===== src/rtl/instruction_loader_pkg.sv =====
// Shared definitions for the boot-time instruction loader: FSM states and
// framing constants for the header and big-endian word assembly.
package instruction_loader_pkg;

  typedef enum logic [1:0] {
    ST_IDLE  = 2'd0,
    ST_HDR   = 2'd1,
    ST_DATA  = 2'd2,
    ST_WRITE = 2'd3
  } state_e;

  localparam int BYTES_PER_WORD = 4;
  localparam int HDR_BYTES      = 2;

  localparam int BYTE_CNT_W = $clog2(BYTES_PER_WORD);
  localparam int HDR_IDX_W  = $clog2(HDR_BYTES);

endpackage


===== src/rtl/instruction_loader_byte_assembler.sv =====
// Shifts stream bytes into a 32-bit big-endian word and flags the byte that
// completes the word, so the caller can react in the same cycle.
module byte_assembler
  import instruction_loader_pkg::*;
(
  input  logic        clk,
  input  logic        reset_n,
  input  logic        clear_i,
  input  logic        shift_en_i,
  input  logic [7:0]  byte_i,
  output logic [31:0] word_o,
  output logic        word_complete_o
);

  logic [31:0]           shift_q;
  logic [BYTE_CNT_W-1:0] cnt_q;

  // NOTE: sequential state uses non-blocking assignments so every register
  // samples the pre-edge values of the others.
  always_ff @(posedge clk or negedge reset_n) begin
    if (!reset_n) begin
      shift_q <= '0;
      cnt_q   <= '0;
    end else if (clear_i) begin
      shift_q <= '0;
      cnt_q   <= '0;
    end else if (shift_en_i) begin
      shift_q <= {shift_q[23:0], byte_i};
      cnt_q   <= cnt_q + BYTE_CNT_W'(1);
    end
  end

  // After the completing byte is shifted in, shift_q holds the full word
  // until the next shift, which cannot happen while the word is written.
  assign word_o          = shift_q;
  assign word_complete_o = shift_en_i && (cnt_q == BYTE_CNT_W'(BYTES_PER_WORD - 1));

endmodule


===== src/rtl/instruction_loader.sv =====
// Boot loader: parses a 16-bit word-count header, then writes assembled
// big-endian words into instruction memory while holding the CPU off.
module instruction_loader
  import instruction_loader_pkg::*;
#(
  parameter int ADDR_WIDTH = 6,
  parameter int DEPTH      = 64
) (
  input  logic                clk,
  input  logic                reset_n,
  input  logic                Start,
  input  logic                ByteValid,
  input  logic [7:0]          ByteData,
  output logic                ByteReady,
  output logic                WriteEnable,
  output logic [31:0]         WriteAddress,
  output logic [31:0]         WriteData,
  output logic                Busy,
  output logic                CpuHold,
  output logic                Done,
  output logic                Error,
  output logic [ADDR_WIDTH:0] WordsWritten
);

  localparam int CNT_W = ADDR_WIDTH + 1;

  state_e                state_q, state_d;
  logic [HDR_IDX_W-1:0]  hdr_idx_q, hdr_idx_d;
  logic [7:0]            hdr_hi_q, hdr_hi_d;
  logic [15:0]           n_q, n_d;
  logic [CNT_W-1:0]      words_q, words_d;
  logic                  done_q, done_d;
  logic                  error_q, error_d;
  logic [31:0]           waddr_q, waddr_d;
  logic [31:0]           wdata_q, wdata_d;

  logic                  xfer;
  logic                  asm_clear;
  logic                  asm_shift;
  logic                  word_complete;
  logic [31:0]           asm_word;
  logic [15:0]           hdr_n;
  logic [CNT_W-1:0]      words_inc;

  assign ByteReady = (state_q == ST_HDR) || (state_q == ST_DATA);
  assign xfer      = ByteValid && ByteReady;
  assign asm_clear = (state_q == ST_IDLE) && Start;
  assign asm_shift = xfer && (state_q == ST_DATA);
  assign hdr_n     = {hdr_hi_q, ByteData};
  assign words_inc = words_q + CNT_W'(1);

  byte_assembler u_byte_assembler (
    .clk             (clk),
    .reset_n         (reset_n),
    .clear_i         (asm_clear),
    .shift_en_i      (asm_shift),
    .byte_i          (ByteData),
    .word_o          (asm_word),
    .word_complete_o (word_complete)
  );

  // NOTE: every _d gets its default first, so no branch can leave one
  // unassigned and infer a latch.
  always_comb begin
    state_d   = state_q;
    hdr_idx_d = hdr_idx_q;
    hdr_hi_d  = hdr_hi_q;
    n_d       = n_q;
    words_d   = words_q;
    done_d    = done_q;
    error_d   = error_q;
    waddr_d   = waddr_q;
    wdata_d   = wdata_q;

    unique case (state_q)
      ST_IDLE: begin
        if (Start) begin
          state_d   = ST_HDR;
          hdr_idx_d = '0;
          words_d   = '0;
          done_d    = 1'b0;
          error_d   = 1'b0;
        end
      end

      ST_HDR: begin
        if (xfer) begin
          if (hdr_idx_q != HDR_IDX_W'(HDR_BYTES - 1)) begin
            hdr_hi_d  = ByteData;
            hdr_idx_d = hdr_idx_q + HDR_IDX_W'(1);
          end else begin
            n_d       = hdr_n;
            hdr_idx_d = '0;
            if (hdr_n == '0) begin
              state_d = ST_IDLE;
              done_d  = 1'b1;
            end else if (hdr_n > 16'(DEPTH)) begin
              state_d = ST_IDLE;
              done_d  = 1'b1;
              error_d = 1'b1;
            end else begin
              state_d = ST_DATA;
            end
          end
        end
      end

      ST_DATA: begin
        if (word_complete) begin
          state_d = ST_WRITE;
          waddr_d = 32'(words_q);
        end
      end

      ST_WRITE: begin
        words_d = words_inc;
        wdata_d = asm_word;
        if (16'(words_inc) == n_q) begin
          state_d = ST_IDLE;
          done_d  = 1'b1;
        end else begin
          state_d = ST_DATA;
        end
      end

      default: state_d = ST_IDLE;
    endcase
  end

  always_ff @(posedge clk or negedge reset_n) begin
    if (!reset_n) begin
      state_q   <= ST_IDLE;
      hdr_idx_q <= '0;
      hdr_hi_q  <= '0;
      n_q       <= '0;
      words_q   <= '0;
      done_q    <= 1'b0;
      error_q   <= 1'b0;
      waddr_q   <= '0;
      wdata_q   <= '0;
    end else begin
      state_q   <= state_d;
      hdr_idx_q <= hdr_idx_d;
      hdr_hi_q  <= hdr_hi_d;
      n_q       <= n_d;
      words_q   <= words_d;
      done_q    <= done_d;
      error_q   <= error_d;
      waddr_q   <= waddr_d;
      wdata_q   <= wdata_d;
    end
  end

  // During WRITE the assembler already holds the word; wdata_q keeps it
  // visible afterwards while the next word is being shifted in.
  assign WriteEnable  = (state_q == ST_WRITE);
  assign WriteAddress = waddr_q;
  assign WriteData    = (state_q == ST_WRITE) ? asm_word : wdata_q;
  assign Busy         = (state_q != ST_IDLE);
  assign CpuHold      = Busy;
  assign Done         = done_q;
  assign Error        = error_q;
  assign WordsWritten = words_q;

endmodule


===== config.mk =====
export PLATFORM = sky130hd
export DESIGN_NAME = instruction_loader
export DESIGN_NICKNAME = d
export VERILOG_FILES = /design/src/rtl/instruction_loader_pkg.sv /design/src/rtl/instruction_loader_byte_assembler.sv /design/src/rtl/instruction_loader.sv
export SDC_FILE = /design/constraint.sdc
export NUM_CORES = 1
export LEC_CHECK = 0
export ABC_AREA = 1
export BUFFER_PORTS_ARGS = -buffer_cell sky130_fd_sc_hd__buf_2
export CAP_MARGIN = 25
export CORE_ASPECT_RATIO = 1.75
export CORE_MARGIN = 5
export CORE_UTILIZATION = 48
export DETAILED_ROUTE_END_ITERATION = 6
export PLACE_DENSITY = 0.81
export SETUP_SLACK_MARGIN = 0.2
export SYNTH_ARGS = -nofsm -noshare
export SYNTH_HDL_FRONTEND = slang
export SYNTH_SLANG_ARGS = --single-unit

===== constraint.sdc =====
create_clock -name clk -period 2.75 [get_ports clk]
set_input_delay 0.275 -clock clk [delete_from_list [all_inputs] [get_ports clk]]
set_output_delay 0.275 -clock clk [all_outputs]
set_load 0.01 [all_outputs]

-- Word-level counts from Yosys, hierarchy flattened
Index checks and enable logic that the tools add are counted.
- register bits after elaboration: 109
- input bits: 12
- output and inout port bits: 77
- logic and storage cells: 78
- add/subtract/negate cells: 3
- $lt $le $gt $ge: 1
- equal/unequal tests: 13
- multiplexer cells: 29
- bitwise operators: 1
- reductions and logical operators: 20
- operator list (operator ; count):
    two-way mux 32 bit ; 3
    two-way mux 2 bit ; 9
    equality test 7 x 16 -> 1 bit ; 1
    greater-than comparator 16 x 7 -> 1 bit (second input constant) ; 1
    logical NOT 16 bit ; 1
    one-hot mux 7 bit (2 select lines) ; 1
    AND reduction 6 bit ; 2
    two-way mux 1 bit ; 11
    AND reduction 3 bit ; 3
    inequality test 2 bit (second input constant) ; 4
    one-hot mux 2 bit (4 select lines) ; 1
    nonzero test 2 bit ; 4
    adder 7 x 1 -> 7 bit (second input constant) ; 1
    two-way mux 7 bit ; 1
    equality test 2 bit (second input constant) ; 3
    inequality test 2 x 1 -> 1 bit (second input constant) ; 3
    logical AND 1 bit ; 4
    one-hot mux 1 bit (2 select lines) ; 2
    AND reduction 2 bit ; 2
    AND reduction 4 bit ; 1
    inequality test 3 x 1 -> 1 bit (second input constant) ; 1
    one-hot mux 1 bit (3 select lines) ; 1
    nonzero test 3 bit ; 1
    adder 2 x 1 -> 2 bit (second input constant) ; 1
    5 further kinds ; 5

-- Longest topological paths before layout
Gate-level depths: netlist of run 1.
- word-level depth: 7
- mapped depth: 14
- mapped depth without buffers: 14

-- Cells and area by module
From an unflattened synthesis of run 1, not the netlist that was laid out.
- cells, all modules: 580
- area, all modules: 4972.3 sq um
- modules (own cells, without submodules) (module ; instances ; cells an instance ; area an instance (sq um) ; sequential area each (sq um)):
    instruction_loader ; 1 ; 428 ; 3483.3 ; 1876.8
    byte_assembler ; 1 ; 152 ; 1488.9 ; 850.8

-- Least setup slack after synthesis of run 1
Ideal clock, no wire load.
- path type: reg-to-output
- start point: reg state_q[0]
- end point: out WriteData[10]
- arrival: 1501 ps
- data required time: 2475 ps
- slack: 974 ps
- stages on the path, launching flop included: 7
- buffers on the path: 2
- cell sequence: dfrtp_1 -> ha_1 -> inv_1 -> clkbuf_1 -> clkbuf_1 -> nand2_1 -> o21ai_0
- longest elaborated chain between the ends: 2
- RTL lines (element ; line ; text):
    start, declared ; instruction_loader.sv:27 ; state_e state_q, state_d;
    start signal, assigned ; instruction_loader.sv:142 ; state_q <= state_d;
    equality test 2 bit ; n/a ;
    net WriteEnable ; instruction_loader.sv:15 ; output logic WriteEnable,
    two-way mux 32 bit ; n/a ;
    end, declared ; instruction_loader.sv:17 ; output logic [31:0] WriteData,
The timed path passes the listed nets, and every way through them passes these cells.

-- Worst setup path after layout of run 1
- start point: reg state_q[0]
- end point: out WriteData[2]
- longest elaborated chain between the ends: 2
- RTL lines (element ; line ; text):
    equality test 2 bit ; instruction_loader.sv:158 ; assign WriteData = (state_q == ST_WRITE) ? asm_word : wdata_q;
    two-way mux 32 bit ; n/a ;
Every way passes these cells.

==> out/qor.yml, run 1 <==
first_global_vias: 3471
powerDensity_nw_per_um2: 938
post_cts_buffers: 0
antenna_found_initial: 0
grt_pass1_wl_um: 16300
cts_buffer_depth: 2
finalHoldWorstSlack_ns: 0.00162
hold_class: "in2async"
synth_compound_area_share_pct: 13.0
wirelength_um: 9870
ys_types: 27
synthAdderAreaFrac_pct: 1.89
synthSimpleGateAreaFrac_pct: 13.6
start_util_pct: 48.9
cp.arrival_ns: 2.08
numCtsBuffers: 9
rsz0062_at_grt: "no"
vias: 3450
insertion_delay_ns: 0.35
cts_root_buffer: "clkbuf_16"
gp_congestion: 0.840
layout_min_cycle_time_ns: 2.35
synthCells: 504
ir_drop_mv: 0.385
portBuffers: 63
async_reset_ff_share_pct: 100
cts_tree: "done"
synth_edf_count: 0
fin_setup_tns_ns: 0
h-tree-depth: 3
core_um2: 9470
end_kind: "output pin"
postLayoutCoreUtil_pct: 55.7
reg2reg_from: "state_q[1]"
ys.flop_type: "dfrtp_1"
synthXorXnorAreaFrac_pct: 0.189
fmax_mhz: 426
leakage_nw: 2.71
yosysSeqAreaShare_pct: 58.9
instances_no_fill: 690
path_clk_slew_ns: 0.07
fin_crit_sh_pct: 85.5
die_w_um: 84.2
drc_errors: 0
die_y_um: 140
grt_max_degree: 62
skew_ns: 0.0121
area_growth_pct: 13.9
cts.hold.buffers_added: 0
hold_viol: 0
worst_pin_slew_ns: 0.871
ioPinCount: 89
drt_iter0_markers: 151
startpoint_type: "register"
finalSetupViolCount: 0
status: "finished, final reports clean"
yosys_warnings: 0
avgRoutedWirePerCell_um: 14.3
relSlewSlack_pct: 41.7
synth_mux_area_share_pct: 0.486
drv_cap: 0
dp_hpwl_um: 7240
crit_path_start: "state_q[0]"
worstPathRequired_ns: 2.48
vias_per_cell: 5.00
grt_usage_pct: 17.2
placed_cells_incl_taps: 675
cts_resized: 0
final_antenna_net_count: 0
synth_top_family_by_area: "simple AND/OR/NAND/NOR gates"
synth_area_um2: 4630
crit_fanout: 31
postSynthAreaPerCell_um2: 9.19
fin_total_pwr_mw: 4.94
grt-ovfl-total: 0
nets: 583
clock-sinks: 109
layout-drive-gt1-share_pct: 16.5
crit_type: "reg2out"
dieArea_um2: 11800
r2r_cells: 7
synth_seq_cells: 109
n_antenna_cell: 0
fp-row-count: 47
finalMaxSlewViolations: 0
first_pass_iters: 4
==> metrics by stage <==
stage | setup slack, ns | instance area, um2
2_1_floorplan | 0.974 | 4720
3_3_place_gp | 0.783 | 4980
3_5_place_dp | 0.662 | 4980
4_1_cts | 0.370 | 5270
5_1_grt | 0.228 | 5270
6_report | 0.400 | 5270
==> path summary, 6_finish.rpt <==
check                      slack, ns                         to
max                             0.40               WriteData[2]
min                            0.002                wdata_q[13]
max reg2reg                     0.65                     n_q[6]
min reg2reg                     0.49  u_byte_assembler.cnt_q[1]
max in group asynchronous       2.03                 state_q[0]
min in group clk                0.16                     n_q[2]
==> cell usage after synthesis (2+ instances only) <==
| master | number | area share [%] |
|---|---|---|
| dfrtp_1 | 109 | 59 |
| nand2_1 | 109 | 8.8 |
| inv_1 | 72 | 5.8 |
| o21ai_0 | 65 | 7.0 |
| o22ai_1 | 37 | 5.0 |
| buf_4 | 26 | 4.2 |
| nor2_1 | 21 | 1.7 |
| clkbuf_1 | 15 | 1.2 |
| nand3_1 | 12 | 1.3 |
| ha_1 | 7 | 1.9 |
| a21oi_1 | 4 | 0.43 |
| nand2_2 | 4 | 0.54 |
| nand4_1 | 4 | 0.54 |
| buf_1 | 2 | 0.16 |
| inv_2 | 2 | 0.16 |
| mux2_2 | 2 | 0.49 |
| nor3_1 | 2 | 0.22 |
| o21ai_1 | 2 | 0.22 |
==> layout by cell type, fill, tap and decap left out, types with 9 or more instances in the layout <==
master / count
o21ai_0: 65
nand2_1: 109
nand3_1: 12
buf_2: 62
nor2_1: 21
conb_1: 25
dfrtp_1: 109
inv_1: 71
o22ai_1: 37
clkbuf_16: 9
==> layout make-up <==
class	instances	area [um2]
fillers	864	4200
flip-flops and latches	109	2730
multi-input cells	300	1450
repair buffers	69	375
inverters	75	282
clock buffers	10	229
well taps	122	153
clock inverters	5	60.1
==> state kept, by name, indices dropped and copies added (netlist names) <==
register                 cells
Done                         1
Error                        1
hdr_hi_q                     8
hdr_idx_q                    1
WriteAddress                 7
u_byte_assembler.word_o     32
u_byte_assembler.cnt_q       2
WordsWritten                 7
state_q                      2
n_q                         16
wdata_q                     32
==> critical path, cell delays in order, from the launching register on <==
cell     delay (ns)
dfrtp_1        0.41
ha_1           0.25
inv_2          0.28
buf_4          0.34
nand2_1        0.08
o21ai_0        0.16
buf_2          0.20
==> report_power, final <==
group,switching (mW),internal (mW)
Combinational,0.929,0.513
Sequential,0.196,2.05
Clock,0.556,0.704
==> cell families (layout without fill, tap and decap cells) <==
logic type	after synthesis	count (layout)
muxes	2	2
other	1	25
AOI/OAI and AO/OA	110	110
and+or+nand+nor	155	155
xor gates and xnor gates	1	1
DFF	109	109
adders and majority gates	7	7
buffers and inverters	119	159
==> layer usage <==
layer	wire [um]	part of all wire (%)	vias up	GRT usage, %
li1	-	-	1679	-
met1	3810	39	1668	20.1
met2	5310	54	83	29.9
met3	450	4.6	20	3.76
met4	292	3.0	0	7.88
met5	0	0	-	0
Note: power is estimated with default switching activity, not from simulation.
==> inputs of run 2 (changes only) <==
--- a/config.mk
+++ b/config.mk
@@ -12,7 +12,8 @@
 export CORE_MARGIN = 5
 export CORE_UTILIZATION = 48
 export DETAILED_ROUTE_END_ITERATION = 6
-export PLACE_DENSITY = 0.81
+export GPL_TIMING_DRIVEN = 0
+export PLACE_DENSITY = 0.84
 export SETUP_SLACK_MARGIN = 0.2
 export SYNTH_ARGS = -nofsm -noshare
 export SYNTH_HDL_FRONTEND = slang
==> constraint.sdc (replaced) <==
create_clock -name clk -period 2 [get_ports clk]
set_input_delay 0.2 -clock clk [delete_from_list [all_inputs] [get_ports clk]]
set_output_delay 0.2 -clock clk [all_outputs]
set_load 0.01 [all_outputs]
==> run 2 against run 1 <==
  * First-iteration DRC count increased to 3.0 times the previous value
  * Sequential cell count unchanged
  * Combinational power increased to 2.5 times the previous value
  * Largest cell class unchanged
==> out/qor.yml, run 2 (synthesis gave the netlist of run 1 again) <==
status: "finished, final reports clean"  # unchanged
placed_cells_incl_taps: 714  # was 675
layout-drive-gt1-share_pct: 42.9  # was 16.5%
fp-row-count: 47  # unchanged
grt_max_degree: 79  # was 62
hold_start: "ByteData[2]"
die_y_um: 140  # unchanged
hold_class: "in2reg"  # was in2async
cp.arrival_ns: 1.70  # was 2.08 ns
nets: 686  # was 583
insertion_delay_ns: 0.36  # was 0.35 ns
ioPinCount: 89  # unchanged
grt-ovfl-total: 0  # unchanged
startpoint_type: "register"  # unchanged
ir_drop_mv: 0.783  # was 0.385 mV
worstPathRequired_ns: 1.80  # was 2.48 ns
fmax_mhz: 525
mostFrequentLayoutCells: "dfrtp_1, buf_4, nand2_1, inv_1, buf_2"  # was dfrtp_1, nand2_1, inv_1, o21ai_0, buf_2
h-tree-depth: 3  # unchanged
path_clk_slew_ns: 0.07  # about the same
first_pass_iters: 5  # was 4
cts_root_buffer: "clkbuf_16"  # unchanged
core_um2: 9470  # unchanged
r2r_slack_ns: 0.1  # was 0.65 ns
dieArea_um2: 11800  # unchanged
vias_per_cell: 5.34  # was 5.00
instances_no_fill: 794  # was 690
n_antenna_cell: 0  # unchanged
numCtsBuffers: 9  # unchanged
portBuffers: 63  # unchanged
clock-sinks: 109  # unchanged
gp_congestion: 0.913  # was 0.840
drt_iter0_markers: 459  # was 151
fin_total_pwr_mw: 8.72  # was 4.94 mW
finalSetupViolCount: 0  # unchanged
hold_viol: 0  # unchanged
powerDensity_nw_per_um2: 1290  # was 938 nW/um2
wirelength_um: 15300  # was 9870 um
rsz0062_at_grt: "yes"  # was no
avgRoutedWirePerCell_um: 19.3  # was 14.3 um
layout_min_cycle_time_ns: 1.90
antenna_found_initial: 0  # unchanged
crit_path_start: "state_q[1]"  # was state_q[0]
cts_buffer_depth: 2  # unchanged
mostFrequentLayoutCell: "dfrtp_1"
final_antenna_net_count: 0  # unchanged
fin_crit_sh_pct: 95.2
crit_type: "reg2out"  # unchanged
cts_tree: "done"  # unchanged
drc_errors: 0  # unchanged
skew_ns: 0.0143  # was 0.0121 ns
grt_pass1_wl_um: 22000  # was 16300 um
leakage_nw: 3.40  # was 2.71 nW
finalMaxSlewViolations: 0  # unchanged
die_w_um: 84.2  # unchanged
dp_hpwl_um: 8200  # was 7240 um
area_growth_pct: 46.2  # was 13.9%
grt_usage_pct: 23.8  # was 17.2%
reg2reg_from: "state_q[0]"  # was state_q[1]
crit_fanout: 7  # was 31
vias: 4241  # was 3450
start_util_pct: 48.9  # unchanged
drv_cap: 0  # unchanged
first_global_vias: 4412  # was 3471
end_kind: "output pin"  # unchanged
-- run 2: cell count changes in the layout (fill, tap and decap cells not counted), sizes merged --
cell / previous run / this run
dlygate4sd3: 0 / 1
clkbuf: 10 / 29
bufinv: 1 / 0
buf: 69 / 154
-- run 2: per-layer routing --
layer	vias up	GRT usage (%)	wire [um]	share of wire, %
met5	-	0	0	0
met4	0	14.3	1000	6.5
met3	83	5.46	916	6.0
met2	232	44.8	8570	56
met1	2029	22.9	4810	31
li1	1897	-	-	-
-- run 2: repair_timing --
item	4_1_cts	5_1_grt
pin swaps	3	4
buffers inserted	40	18
endpoints found under the setup margin	87	94
endpoints found under the hold margin	31	0
hold buffers	1	0
gates cloned	5	0
resized for setup	132	94
-- run 2: worst paths after layout --
kind	end	depth (start not counted)
worst min-delay path	n_q[2]	3
worst min register to register	Done	2
worst max-delay path	WriteData[4]	7
max in group asynchronous	wdata_q[2]	3
worst max register to register	state_q[0]	11
min in group asynchronous	wdata_q[31]	2
-- run 2: metrics by stage --
stage / utilization [%] / hold slack, ns / worst slack [ns] / setup TNS [ns] / instance area [um2]
floorplan: - / -0.0956 / 0.299 / 0 / 4720
global placement: 54.8 / 0.446 / -0.377 / -48.24 / 5190
detailed placement: 55.1 / 0.181 / -0.422 / -10.17 / 5220
CTS: 66.6 / 0.0911 / 0.140 / 0 / 6310
global route: 71.5 / 0.104 / 0.0693 / 0 / 6770
finish: 71.5 / 0.0928 / 0.0957 / 0 / 6770
-- run 2: power breakdown --
part	switching, mW	leakage (nW)	total (mW)	internal (mW)
registers	0.445	1.42	3.27	2.82
clock network	0.826	0.145	1.78	0.953
logic	1.85	1.83	3.67	1.83
-- run 2: layout make-up --
class                           count  area, um2
Multi-Input combinational cell    300       1940
Clock buffer                       12        267
Sequential cell                   109       2730
Clock inverter                      4       30.0
Tap cell                          122        153
Timing Repair Buffer              128        961
Buffer                             44        399
Inverter                           75        289
Fill cell                         580       2700
-- run 2: worst max-delay path, stage by stage, from the launching register on --
cell	delay, ns
dfrtp_2	0.45
ha_4	0.19
inv_6	0.08
clkbuf_16	0.18
clkbuf_16	0.18
nand2_4	0.06
o21ai_4	0.08
buf_6	0.13
